## src/rtl/eval_sequencer.sv

```systemverilog
// Command front end for the function-evaluation datapath; owns the running float sum.
// Latency: GO done 2 cycles after start when the op queue has room; READ/CLEAR done 2 cycles after drain.
// Backpressure: GO stalls on a full op queue; issue is credit-limited by term-buffer depth; one add outstanding.

module eval_sequencer_fifo #(
    parameter int WIDTH     = 32,
    parameter int DEPTH     = 4,
    parameter int CNT_WIDTH = 3
) (
    input  logic                 clk,
    input  logic                 rst_n,
    input  logic                 wr_vld,
    output logic                 wr_rdy,
    input  logic [WIDTH-1:0]     wr_dat,
    output logic                 rd_vld,
    input  logic                 rd_rdy,
    output logic [WIDTH-1:0]     rd_dat,
    output logic [CNT_WIDTH-1:0] count
);
    localparam int PW = $clog2(DEPTH);

    logic [WIDTH-1:0] mem [DEPTH];
    logic [PW-1:0]    wr_ptr;
    logic [PW-1:0]    rd_ptr;
    logic             push;
    logic             pop;

    assign wr_rdy = (count != CNT_WIDTH'(DEPTH));
    assign rd_vld = (count != '0);
    assign push   = wr_vld && wr_rdy;
    assign pop    = rd_vld && rd_rdy;
    assign rd_dat = mem[rd_ptr];

    always_ff @(posedge clk) begin
        if (push) mem[wr_ptr] <= wr_dat;
    end

    always_ff @(posedge clk or negedge rst_n) begin
        if (!rst_n) begin
            wr_ptr <= '0;
            rd_ptr <= '0;
            count  <= '0;
        end else begin
            if (push) wr_ptr <= wr_ptr + 1'b1;
            if (pop)  rd_ptr <= rd_ptr + 1'b1;
            case ({push, pop})
                2'b10:   count <= count + CNT_WIDTH'(1);
                2'b01:   count <= count - CNT_WIDTH'(1);
                default: count <= count;
            endcase
        end
    end
endmodule

module eval_sequencer #(
    parameter int FLT_DATA_WIDTH  = 32,
    parameter int N_WIDTH         = 2,
    parameter int OP_FIFO_DEPTH   = 4,
    parameter int TERM_FIFO_DEPTH = 4,
    parameter int CNT_WIDTH       = 3
) (
    input  logic                      clk,
    input  logic                      rst,
    input  logic                      clk_en,
    input  logic                      start,
    input  logic [N_WIDTH-1:0]        n,
    input  logic [FLT_DATA_WIDTH-1:0] x_one,
    input  logic [FLT_DATA_WIDTH-1:0] x_two,
    output logic [FLT_DATA_WIDTH-1:0] result,
    output logic                      done,
    input  logic                      dp_ready,
    output logic                      dp_start,
    output logic [FLT_DATA_WIDTH-1:0] dp_x_one,
    output logic [FLT_DATA_WIDTH-1:0] dp_x_two,
    input  logic                      dp_valid,
    input  logic [FLT_DATA_WIDTH-1:0] dp_term,
    output logic                      add_start,
    output logic [FLT_DATA_WIDTH-1:0] add_a,
    output logic [FLT_DATA_WIDTH-1:0] add_b,
    input  logic                      add_done,
    input  logic [FLT_DATA_WIDTH-1:0] add_sum
);
    localparam int FW = FLT_DATA_WIDTH;
    localparam logic [N_WIDTH-1:0] CMD_CLEAR = N_WIDTH'(0);
    localparam logic [N_WIDTH-1:0] CMD_GO    = N_WIDTH'(1);
    localparam logic [N_WIDTH-1:0] CMD_READ  = N_WIDTH'(2);

    typedef enum logic [1:0] {C_IDLE, C_PUSH, C_DRAIN, C_DONE} cmd_state_t;
    typedef enum logic {A_IDLE, A_WAIT} acc_state_t;

    cmd_state_t c_state, c_next;
    acc_state_t a_state, a_next;

    logic [FW-1:0]        op_a, op_b, sum, add_a_q, add_b_q;
    logic                 is_clear;
    logic [CNT_WIDTH-1:0] in_flight;

    logic                 op_wr_vld, op_wr_rdy, op_rd_vld;
    logic [2*FW-1:0]      op_rd_dat;
    logic [CNT_WIDTH-1:0] op_count;
    logic                 term_wr_rdy, term_rd_vld, term_accept;
    logic [FW-1:0]        term_rd_dat;
    logic [CNT_WIDTH-1:0] term_count;
    logic                 credit_ok, launch, drained, cmd_take;

    eval_sequencer_fifo #(.WIDTH(2*FW), .DEPTH(OP_FIFO_DEPTH), .CNT_WIDTH(CNT_WIDTH)) u_op_fifo (
        .clk(clk), .rst_n(rst),
        .wr_vld(op_wr_vld), .wr_rdy(op_wr_rdy), .wr_dat({op_a, op_b}),
        .rd_vld(op_rd_vld), .rd_rdy(dp_start), .rd_dat(op_rd_dat), .count(op_count)
    );

    eval_sequencer_fifo #(.WIDTH(FW), .DEPTH(TERM_FIFO_DEPTH), .CNT_WIDTH(CNT_WIDTH)) u_term_fifo (
        .clk(clk), .rst_n(rst),
        .wr_vld(term_accept), .wr_rdy(term_wr_rdy), .wr_dat(dp_term),
        .rd_vld(term_rd_vld), .rd_rdy(launch), .rd_dat(term_rd_dat), .count(term_count)
    );

    // Credits cover both in-flight terms and buffered ones, so the term FIFO can never overflow.
    assign credit_ok   = ({1'b0, in_flight} + {1'b0, term_count}) < (CNT_WIDTH+1)'(TERM_FIFO_DEPTH);
    assign dp_start    = op_rd_vld && dp_ready && credit_ok;
    assign dp_x_one    = dp_start ? op_rd_dat[2*FW-1:FW] : '0;
    assign dp_x_two    = dp_start ? op_rd_dat[FW-1:0]    : '0;
    assign term_accept = dp_valid && (in_flight != '0) && term_wr_rdy;

    always_ff @(posedge clk or negedge rst) begin
        if (!rst) begin
            in_flight <= '0;
        end else begin
            case ({dp_start, term_accept})
                2'b10:   in_flight <= in_flight + CNT_WIDTH'(1);
                2'b01:   in_flight <= in_flight - CNT_WIDTH'(1);
                default: in_flight <= in_flight;
            endcase
        end
    end

    assign launch    = (a_state == A_IDLE) && term_rd_vld;
    assign add_start = launch;
    assign add_a     = launch ? sum         : ((a_state == A_WAIT) ? add_a_q : '0);
    assign add_b     = launch ? term_rd_dat : ((a_state == A_WAIT) ? add_b_q : '0);

    always_comb begin
        a_next = a_state;
        case (a_state)
            A_IDLE:  if (launch)   a_next = A_WAIT;
            A_WAIT:  if (add_done) a_next = A_IDLE;
            default: a_next = A_IDLE;
        endcase
    end

    assign drained  = (op_count == '0) && (in_flight == '0) && !term_rd_vld && (a_state == A_IDLE);
    assign cmd_take = (c_state == C_IDLE) && clk_en && start;
    assign done     = (c_state == C_DONE);

    always_comb begin
        c_next    = c_state;
        op_wr_vld = 1'b0;
        case (c_state)
            C_IDLE: begin
                if (cmd_take) begin
                    if (n == CMD_GO)                            c_next = C_PUSH;
                    else if (n == CMD_READ || n == CMD_CLEAR)   c_next = C_DRAIN;
                    else                                        c_next = C_DONE;
                end
            end
            C_PUSH: begin
                op_wr_vld = 1'b1;
                if (op_wr_rdy) c_next = C_DONE;
            end
            C_DRAIN: if (drained) c_next = C_DONE;
            C_DONE:  c_next = C_IDLE;
            default: c_next = C_IDLE;
        endcase
    end

    always_ff @(posedge clk or negedge rst) begin
        if (!rst) begin
            c_state  <= C_IDLE;
            a_state  <= A_IDLE;
            op_a     <= '0;
            op_b     <= '0;
            is_clear <= 1'b0;
            result   <= '0;
            sum      <= '0;
            add_a_q  <= '0;
            add_b_q  <= '0;
        end else begin
            c_state <= c_next;
            a_state <= a_next;
            if (cmd_take) begin
                op_a     <= x_one;
                op_b     <= x_two;
                is_clear <= (n == CMD_CLEAR);
            end
            if (c_state == C_DRAIN && drained)
                result <= is_clear ? '0 : sum;
            else if (c_state == C_DONE)
                result <= '0;
            // The drain guarantees the adder is idle, so CLEAR never races an add result.
            if (c_state == C_DRAIN && drained && is_clear)
                sum <= '0;
            else if (a_state == A_WAIT && add_done)
                sum <= add_sum;
            if (launch) begin
                add_a_q <= sum;
                add_b_q <= term_rd_dat;
            end
        end
    end
endmodule
```

## config.mk

```make
export PLATFORM = sky130hd
export DESIGN_NAME = eval_sequencer
export DESIGN_NICKNAME = d
export VERILOG_FILES = /design/src/rtl/eval_sequencer.sv
export SDC_FILE = /design/constraint.sdc
export NUM_CORES = 1
export LEC_CHECK = 0
export ABC_AREA = 1
export ABC_CLOCK_PERIOD_IN_PS = 3900
export CORE_MARGIN = 8
export CORE_UTILIZATION = 52
export CTS_BUF_LIST = sky130_fd_sc_hd__clkbuf_4
export DETAILED_ROUTE_END_ITERATION = 12
export PLACE_DENSITY_LB_ADDON = 0.12
export SYNTH_ARGS = -nofsm -noshare
export SYNTH_HDL_FRONTEND = slang
export SYNTH_HIERARCHICAL = 1
export SYNTH_SLANG_ARGS = --single-unit
```

## constraint.sdc

```tcl
create_clock -name clk -period 3.9 [get_ports clk]
set_input_delay 1.17 -clock clk [delete_from_list [all_inputs] [get_ports clk]]
set_output_delay 1.17 -clock clk [all_outputs]
set_load 0.05 [all_outputs]
```

==> results of run 1 <==
## worst paths after layout
kind / startpoint / to / slack, ns
min in group clk: sum[8] / result[8] / 0.50
hold / removal: rst / sum[10] / 0.17
hold reg to reg: sum[8] / result[8] / 0.50
setup / recovery: u_term_fifo/count[2] / dp_x_two[19] / 0.009
setup reg to reg: in_flight[1] / u_op_fifo/count[1] / 0.99
max in group asynchronous: rst / add_a_q[24] / 2.88
## logic make-up after synthesis
logic type,after synthesis
xor+xnor,4
compound gates,330
flops,597
simple gates,918
fa+ha+maj,21
buf+inv,520
## what timing repair did
action,4_1_cts,5_1_grt
setup buffers,15,6
pin swaps,8,7
endpoints found under the setup margin,129,101
cloned,11,1
resized for setup,105,77
## sequential cells by signal, indices dropped and copies added, names as in the netlist, 32 cells and up
name	count
op_a	32
u_op_fifo/mem	256
add_b_q	32
sum	32
result	32
op_b	32
u_term_fifo/mem	128
add_a_q	32
## per-stage QoR
stage / instances / utilization / hold WS [ns] / total power [W]
after floorplan: 2390 / - / 0.4638 / 0.01694
after global placement: 3226 / 0.6160 / 0.4775 / 0.02072
after detailed placement: 3226 / 0.6160 / 0.4877 / 0.02102
after CTS: 3531 / 0.6725 / 0.05806 / 0.02745
after global routing: 3540 / 0.6801 / 0.1070 / 0.02931
final: 3543 / 0.6802 / 0.1720 / 0.02760
## power by group through the flow
stage / combinational, W / clock, W / sequential [W]
2_1_floorplan: 0.00742 / 0 / 0.00952
3_3_place_gp: 0.0111 / 0 / 0.00959
3_5_place_dp: 0.0113 / 0 / 0.00968
4_1_cts: 0.0125 / 0.00542 / 0.00957
5_1_grt: 0.0138 / 0.00576 / 0.00976
6_report: 0.0128 / 0.00524 / 0.00958
## worst max-delay path: stages (launching register included)
cell,delay (ns)
dfrtp_1,0.42
ha_1,0.31
nor3_2,0.11
nand4_1,0.14
buf_6,0.17
buf_12,0.19
nor2_4,0.19
buf_12,0.15
## layer usage
layer  GRT usage  vias to the layer above  share of wire
met2      0.3875                      507           0.51
met3     0.07182                       98          0.070
met5           0                        -        0.00064
li1            -                     8684              -
met4     0.07536                        6          0.021
met1      0.2613                     8681           0.40
## cell type report
cell class | count | area [µm²] | area share
repair inverters | 3 | 22.52 | 0.0006935
clock inverters | 55 | 275.3 | 0.008476
inverters | 398 | 1543 | 0.04750
flip-flops and latches | 597 | 16870 | 0.5194
repair buffers | 373 | 4696 | 0.1446
well taps | 615 | 769.5 | 0.02369
clock buffers | 224 | 1682 | 0.05178
diodes | 5 | 12.51 | 0.0003853
multi-input cells | 1273 | 6610 | 0.2035
## cell usage in the layout (no fill, tap or decap), drive strengths merged
master and count:
a21oi 2, a22oi 1, buf 200, bufbuf 4, bufinv 3, clkbuf 225, clkdlybuf4s50 168, clkinv 50
clkinvlp 2, dfrtp 213, diode 5, edfxtp 384, fa 3, ha 18, inv 401, nand2 784
nand3 51, nand4 4, nor2 77, nor3 2, o211ai 192, o21ai 133, o22a 1, o31ai 1
xnor2 4
==> summary.md, run 1 <==
| Metric | Value |
|---|---|
| Outcome | `completed` |
| Combinational share of power | `0.463` |
| Sw Ratio | `0.4171` |
| Max_cap viols | `0` |
| Syn nets | `2548` |
| Yosys top cell area share | `0.4583` |
| Cell count of the worst reg-to-reg path | `15` |
| Max-slew violations | `0` |
| Top_reg_cell synth | `edfxtp_1` |
| Setup WS pre-CTS | `between 0.1 and 0.15 ns` |
| Root Driver | `clkbuf_4` |
| DR WL/cell | `approximately 18 µm` |
| First-pass GRT wire length | `97900 µm` |
| Adder-cell share of the synthesized area | `0.01134` |
| Register area share after synthesis | `0.6701` |
| Hold Crit Class | `in -> async` |
| Total GRT Usage | `0.2238` |
| IO Pins | `300` |
| Sequential share of power | `0.347` |
| Largest family of logic cells by synthesized area | `simple AND/OR/NAND/NOR gates` |
| Int Power | `0.01609 W` |
| Post-synth EDFFs | `384` |
| Fin area | `around 32000 µm²` |
| Crit start category | `flip-flop` |
| RePlAce Congestion | `~0.80` |
| CTS H-tree depth | `4` |
| Leakage | `14.57 nW` |
| HPWL after detailed placement | `36170 µm` |
| Setup TNS | `0 ns` |
| CTS Sinks | `597` |
| Clk buf depth | `3` |
| # rows | `80` |
| Synth Register Bits | `597` |
| Crit Path Category | `reg -> out` |
| Cells after Synth | `2390` |
| FFs w/ async S/R, synth | `0.3568` |
| P&R area growth vs syn | `29.08%` |
| Vias per cell | `approximately 5.1` |
| Crit Path Max Fanout | `33` |
| Core area | `47750 µm²` |
| Max Fclk | `257.0 MHz` |
| Initial antenna violation count | `6` |
| Drt first pass iters | `5` |
| Post-CTS Hold Buffers | `0` |
| Clock buffer count from CTS | `153` |
| Top cells by area, synth | `edfxtp_1 (46%), dfrtp_1 (21%), nand2_1 (12%)` |
| Synth Area in Simple Gates | `0.1410` |
| RSZ-0062 raised after global routing | `true` |
| Filler cell count | `3613` |
| Clock transition at path regs | `~0.060 ns` |
| Starting Density | `0.5270` |
| Max VDD drop | `0.0007918 V` |
| Total routed wirelength | `62120 µm` |
| IO Port Bufs | `299` |
| Number of global-route vias before repair | `18400` |
| Clk_lat worst skew | `0.96 ns` |
| Psw | `0.01151 W` |
| Largest net degree at the start of global routing | `66` |
| Period utilization | `0.9978` |
| Final Skew | `around 0.042 ns` |
| Placed Area | `approximately 29000 µm²` |
| Synthesis Warnings | `6` |
| Power Dens Cells | `849.9 nW/µm²` |
| Die area | `approximately 56000 µm²` |
| Post-route antenna net violation count | `0` |
| Worst setup EP type | `primary output` |
| Nets | `approximately 3000` |
| Final min period | `3.891 ns` |
| Mux cell area share after synthesis | `0` |
| Data arrival, critical path | `roughly 2.7 ns` |
| Gr ovfl total | `0` |
| Mapped Area | `25160 µm²` |
| Biggest area consumer among synthesized cells | `edfxtp_1` |
| Final count of hold timing violations | `0` |
| Post-Synth XOR/XNOR Area | `0.001392` |
| Post-synth top cells | `nand2_1 (784), inv_1 (394), edfxtp_1 (384)` |
| Avg Cell Area, Syn | `10.53 µm²` |
| 1st-iter DRT viols | `1039` |
| Slew headroom | `0.2068` |
| Layout cells sized above 1 | `0.1871` |
| Most common cell in the netlist | `nand2_1` |
| Post-synthesis cell type count | `27` |
| CTS tree | `built` |
| Clock power frac | `0.190` |
| Worst Tran Pin Value | `1.188 ns` |
| Remaining DRCs | `0` |
| Die width | `between 200 and 250 µm` |
| Die height | `236.0 µm` |
| Final setup violation count | `0` |
| DR vias | `17980` |
| Setup ws final | `0.008748 ns` |
| WP data required | `2.73 ns` |
| Compound-Gate Fraction of Synth Area | `0.08508` |
Power figures use the tool's default switching activity.
==> inputs of run 2 (changes only) <==
--- a/config.mk
+++ b/config.mk
@@ -5,7 +5,6 @@
 export SDC_FILE = /design/constraint.sdc
 export NUM_CORES = 1
 export LEC_CHECK = 0
-export ABC_AREA = 1
 export ABC_CLOCK_PERIOD_IN_PS = 3900
 export CORE_MARGIN = 8
 export CORE_UTILIZATION = 52
==> run 2 against run 1 <==
Against the previous run:
- the flow now finishes with violations (setup timing)
- utilization is 2.9 points higher
- clock power grew 4.2%
- via count is 24% lower
- non-clock buffer count increased by 16
- wire length shrank 9.0%
- global-route usage down 0.90 points
- final area down 1.3%
==> summary.md, run 2 <==
| Metric | Value |
|---|---|
| Layout cells sized above 1 | `0.4333 (+0.2462)` |
| Die height | `229.4 µm (-2.8%)` |
| Outcome | `finished, violations left` |
| CP most frequent cell | `buf_12` |
| Max_cap viols | `0 (unchanged)` |
| Syn nets | `1492 (-41%)` |
| Crit start category | `flip-flop` |
| IO Port Bufs | `299 (unchanged)` |
| Storage cell area | `16870 µm² (about the same)` |
| Total routed wirelength | `56540 µm (-9.0%)` |
| Nets | `1953 (-34%)` |
| Avg Cell Area, Syn | `17.74 µm² (+69%)` |
| Clock transition at path regs | `0.07 ns (about the same)` |
| Worst R2R Start | `u_term_fifo/count[2]` |
| Clock buffer count from CTS | `151 (-1.3%)` |
| WP buf/inv | `4 (+1)` |
| Crit Path Category | `reg -> out` |
| Slew headroom | `0.1730 (-0.03384)` |
| Register area share after synthesis | `0.7123 (+0.04219)` |
| Final setup violation count | `65 (+65)` |
| Biggest area consumer among synthesized cells | `edfxtp_1` |
| Max Fclk | `242.7 MHz (-5.5%)` |
| Final count of hold timing violations | `0 (unchanged)` |
| Multi-input logic area | `6889 µm² (+4.2%)` |
| First-pass GRT wire length | `85780 µm (-12%)` |
| Worst-path cell chain | `ha_2 > or4_4 > a31oi_4 > buf_6 > buf_12 > buf_12 > and2_4 > buf_12` |
| Largest register by flop count | `u_op_fifo/mem` |
| Top_reg_cell synth | `edfxtp_1` |
| Drt first pass iters | `5 (unchanged)` |
| Post-synth top cells | `edfxtp_1 (384), dfrtp_1 (213), mux2_2 (128)` |
| Worst setup EP type | `primary output` |
| Hold Crit Class | `in -> async` |
| CTS H-tree depth | `4 (unchanged)` |
| Total power | `0.02769 W (+0.32%)` |
| Starting Density | `0.5239 (-0.003123)` |
| Period utilization | `1.056 (+0.05859)` |
| Setup ws final | `-0.2197 ns (-0.2285 ns)` |
| Most frequent cells in the layout | `edfxtp_1 (384), clkbuf_4 (244), dfrtp_1 (207)` |
| Die area | `52610 µm² (-5.5%)` |
| Remaining DRCs | `0 (unchanged)` |
| CTS tree | `built` |
| Biggest regs | `u_op_fifo/mem (256), u_term_fifo/mem (128)` |
| Die width | `229.4 µm (-2.8%)` |
| Critical R2R Capture | `u_op_fifo/count[2]` |
| Commonest non-fill, non-tap cell in the layout | `edfxtp_1` |
| Final min period | `4.120 ns (+0.2285 ns)` |
| Post-synthesis cell type count | `37 (+37%)` |
| Worst R2R Setup Slack | `0.79 ns (-0.20 ns)` |
| Power Dens Cells | `863.9 nW/µm² (+1.6%)` |
| Vias per cell | `5.436 (+7.1%)` |
| WP data required | `2.73 ns (about the same)` |
| HPWL after detailed placement | `32620 µm (-9.8%)` |
| Post-synth EDFFs | `384 (unchanged)` |
| Clk_lat worst skew | `0.95 ns (about the same)` |
| Top cells by area, synth | `edfxtp_1 (49%), dfrtp_1 (23%), mux4_2 (9.1%)` |
| 1st-iter DRT viols | `837 (-19%)` |
| Data arrival, critical path | `2.95 ns (+0.23 ns)` |
| Gr ovfl total | `0 (unchanged)` |
| FFs w/ async S/R, synth | `0.3568 (unchanged)` |
| CP max stage cell | `or4_4` |
| Largest net degree at the start of global routing | `82 (+24%)` |
| Crit Path Max Fanout | `7 (-79%)` |
| Setup WS pre-CTS | `-0.2718 ns (-0.3900 ns)` |
| IO Pins | `300 (unchanged)` |
| DR vias | `13730 (-24%)` |
| Leakage | `12.37 nW (-15%)` |
| DR WL/cell | `22.38 µm (+28%)` |
| Root Driver | `clkbuf_4` |
| Worst stage delay on the critical path | `0.54 ns (+0.12 ns)` |
| RSZ-0062 raised after global routing | `true` |
| Total GRT Usage | `0.2148 (-0.009043)` |
| Number of global-route vias before repair | `14650 (-20%)` |
| Initial antenna violation count | `11 (+5)` |
| Largest register FFs | `256 (unchanged)` |
| Most common cell in the netlist | `edfxtp_1` |
| Clk buf depth | `3 (unchanged)` |
| P&R area growth vs syn | `35.41%` |
| Max-slew violations | `0 (unchanged)` |
| Post-CTS Hold Buffers | `0 (unchanged)` |
| Core area | `45190 µm² (-5.4%)` |
| Synthesis Warnings | `6 (unchanged)` |
| Worst Tran Pin Value | `1.239 ns (+0.05070 ns)` |
| RePlAce Congestion | `0.7681 (-3.5%)` |
| Synth Register Bits | `597 (unchanged)` |
| Cell family with most CP delay | `simple AND/OR/NAND/NOR gates` |
| Final Skew | `0.04454 ns (+0.002482 ns)` |
| Failing checks | `setup timing` |
| CTS Sinks | `597 (unchanged)` |
| Max VDD drop | `0.0006590 V (-17%)` |
| Post-route antenna net violation count | `0 (unchanged)` |
| # rows | `78 (-2.5%)` |
| Cell count of the worst reg-to-reg path | `14 (-1)` |
| Filler cell count | `2928 (-19%)` |
| Cells after Synth | `1334 (-44%)` |
| Mapped Area | `23670 µm² (-5.9%)` |
| Yosys top cell area share | `0.4871 (+0.02885)` |
==> run 2: final cells by class <==
class / count / area share
timing repair buffer: 389 / 0.1687
clock buffer: 244 / 0.05715
clock inverter: 34 / 0.006597
sequential: 597 / 0.5264
multi-input combinational: 636 / 0.2149
tap: 600 / 0.02342
antenna: 6 / 0.0004684
inverter: 20 / 0.002342
==> run 2: layer usage <==
layer,GRT usage,vias up,share of wire
met1,0.2625,7045,0.39
li1,-,6177,-
met3,0.08480,85,0.074
met5,0,-,0.0015
met2,0.3497,413,0.51
met4,0.06754,12,0.017
==> run 2: timing repair <==
action	CTS	global route
cloned	14	5
setup endpoints to repair	128	130
gates resized for setup	189	32
pin swaps	29	45
buffers inserted	31	9
==> run 2: report_power, final <==
group / internal [W] / switching, W
logic: 0.00621 / 0.00613
clock network: 0.00303 / 0.00243
registers: 0.00887 / 0.00102
total: 0.0181 / 0.00958
==> run 2: worst reg2reg max path: cells and delay by family, from the launching register on <==
family          cells  cell delay [ns]
fa+ha+maj           3             0.70
xor+xnor            2             0.31
flops               1             0.40
compound gates      2             0.35
buf+inv             5             0.59
simple gates        2             0.66
==> run 2: how the worst max path moves through the flow <==
stage,endpoint,start,slack [ns],depth (start not counted)
after floorplan,dp_x_two[23],dp_ready,0.12,5
after global placement,dp_x_two[20],dp_ready,-0.22,7
after detailed placement,dp_x_two[31],dp_ready,-0.27,7
after CTS,dp_x_two[18],u_term_fifo/count[2],-0.37,8
after global routing,dp_x_one[12],u_term_fifo/count[2],-0.44,8
final,dp_x_one[12],u_term_fifo/count[2],-0.22,8
==> run 2: cells by family after synthesis <==
family,Yosys count,share of synthesized area
flops,597,0.7123
mux,232,0.1560
simple gates,230,0.05434
compound gates,136,0.03991
buf+inv,103,0.01982
fa+ha+maj,21,0.01205
xor+xnor,15,0.005550
==> run 2: stage by stage <==
step / hold WS (ns) / instance area (µm²) / cells / util / TNS [ns]
3_5_place_dp: 0.4696 / 28590 / 2188 / 0.6328 / -15.45
4_1_cts: 0.1349 / 31800 / 2511 / 0.7037 / -33.98
5_1_grt: 0.1208 / 32050 / 2525 / 0.7093 / -33.20
6_report: 0.2051 / 32050 / 2526 / 0.7094 / -12.20
2_1_floorplan: 0.4485 / 23670 / 1334 / - / 0
3_3_place_gp: 0.4682 / 28590 / 2188 / 0.6328 / -13.70
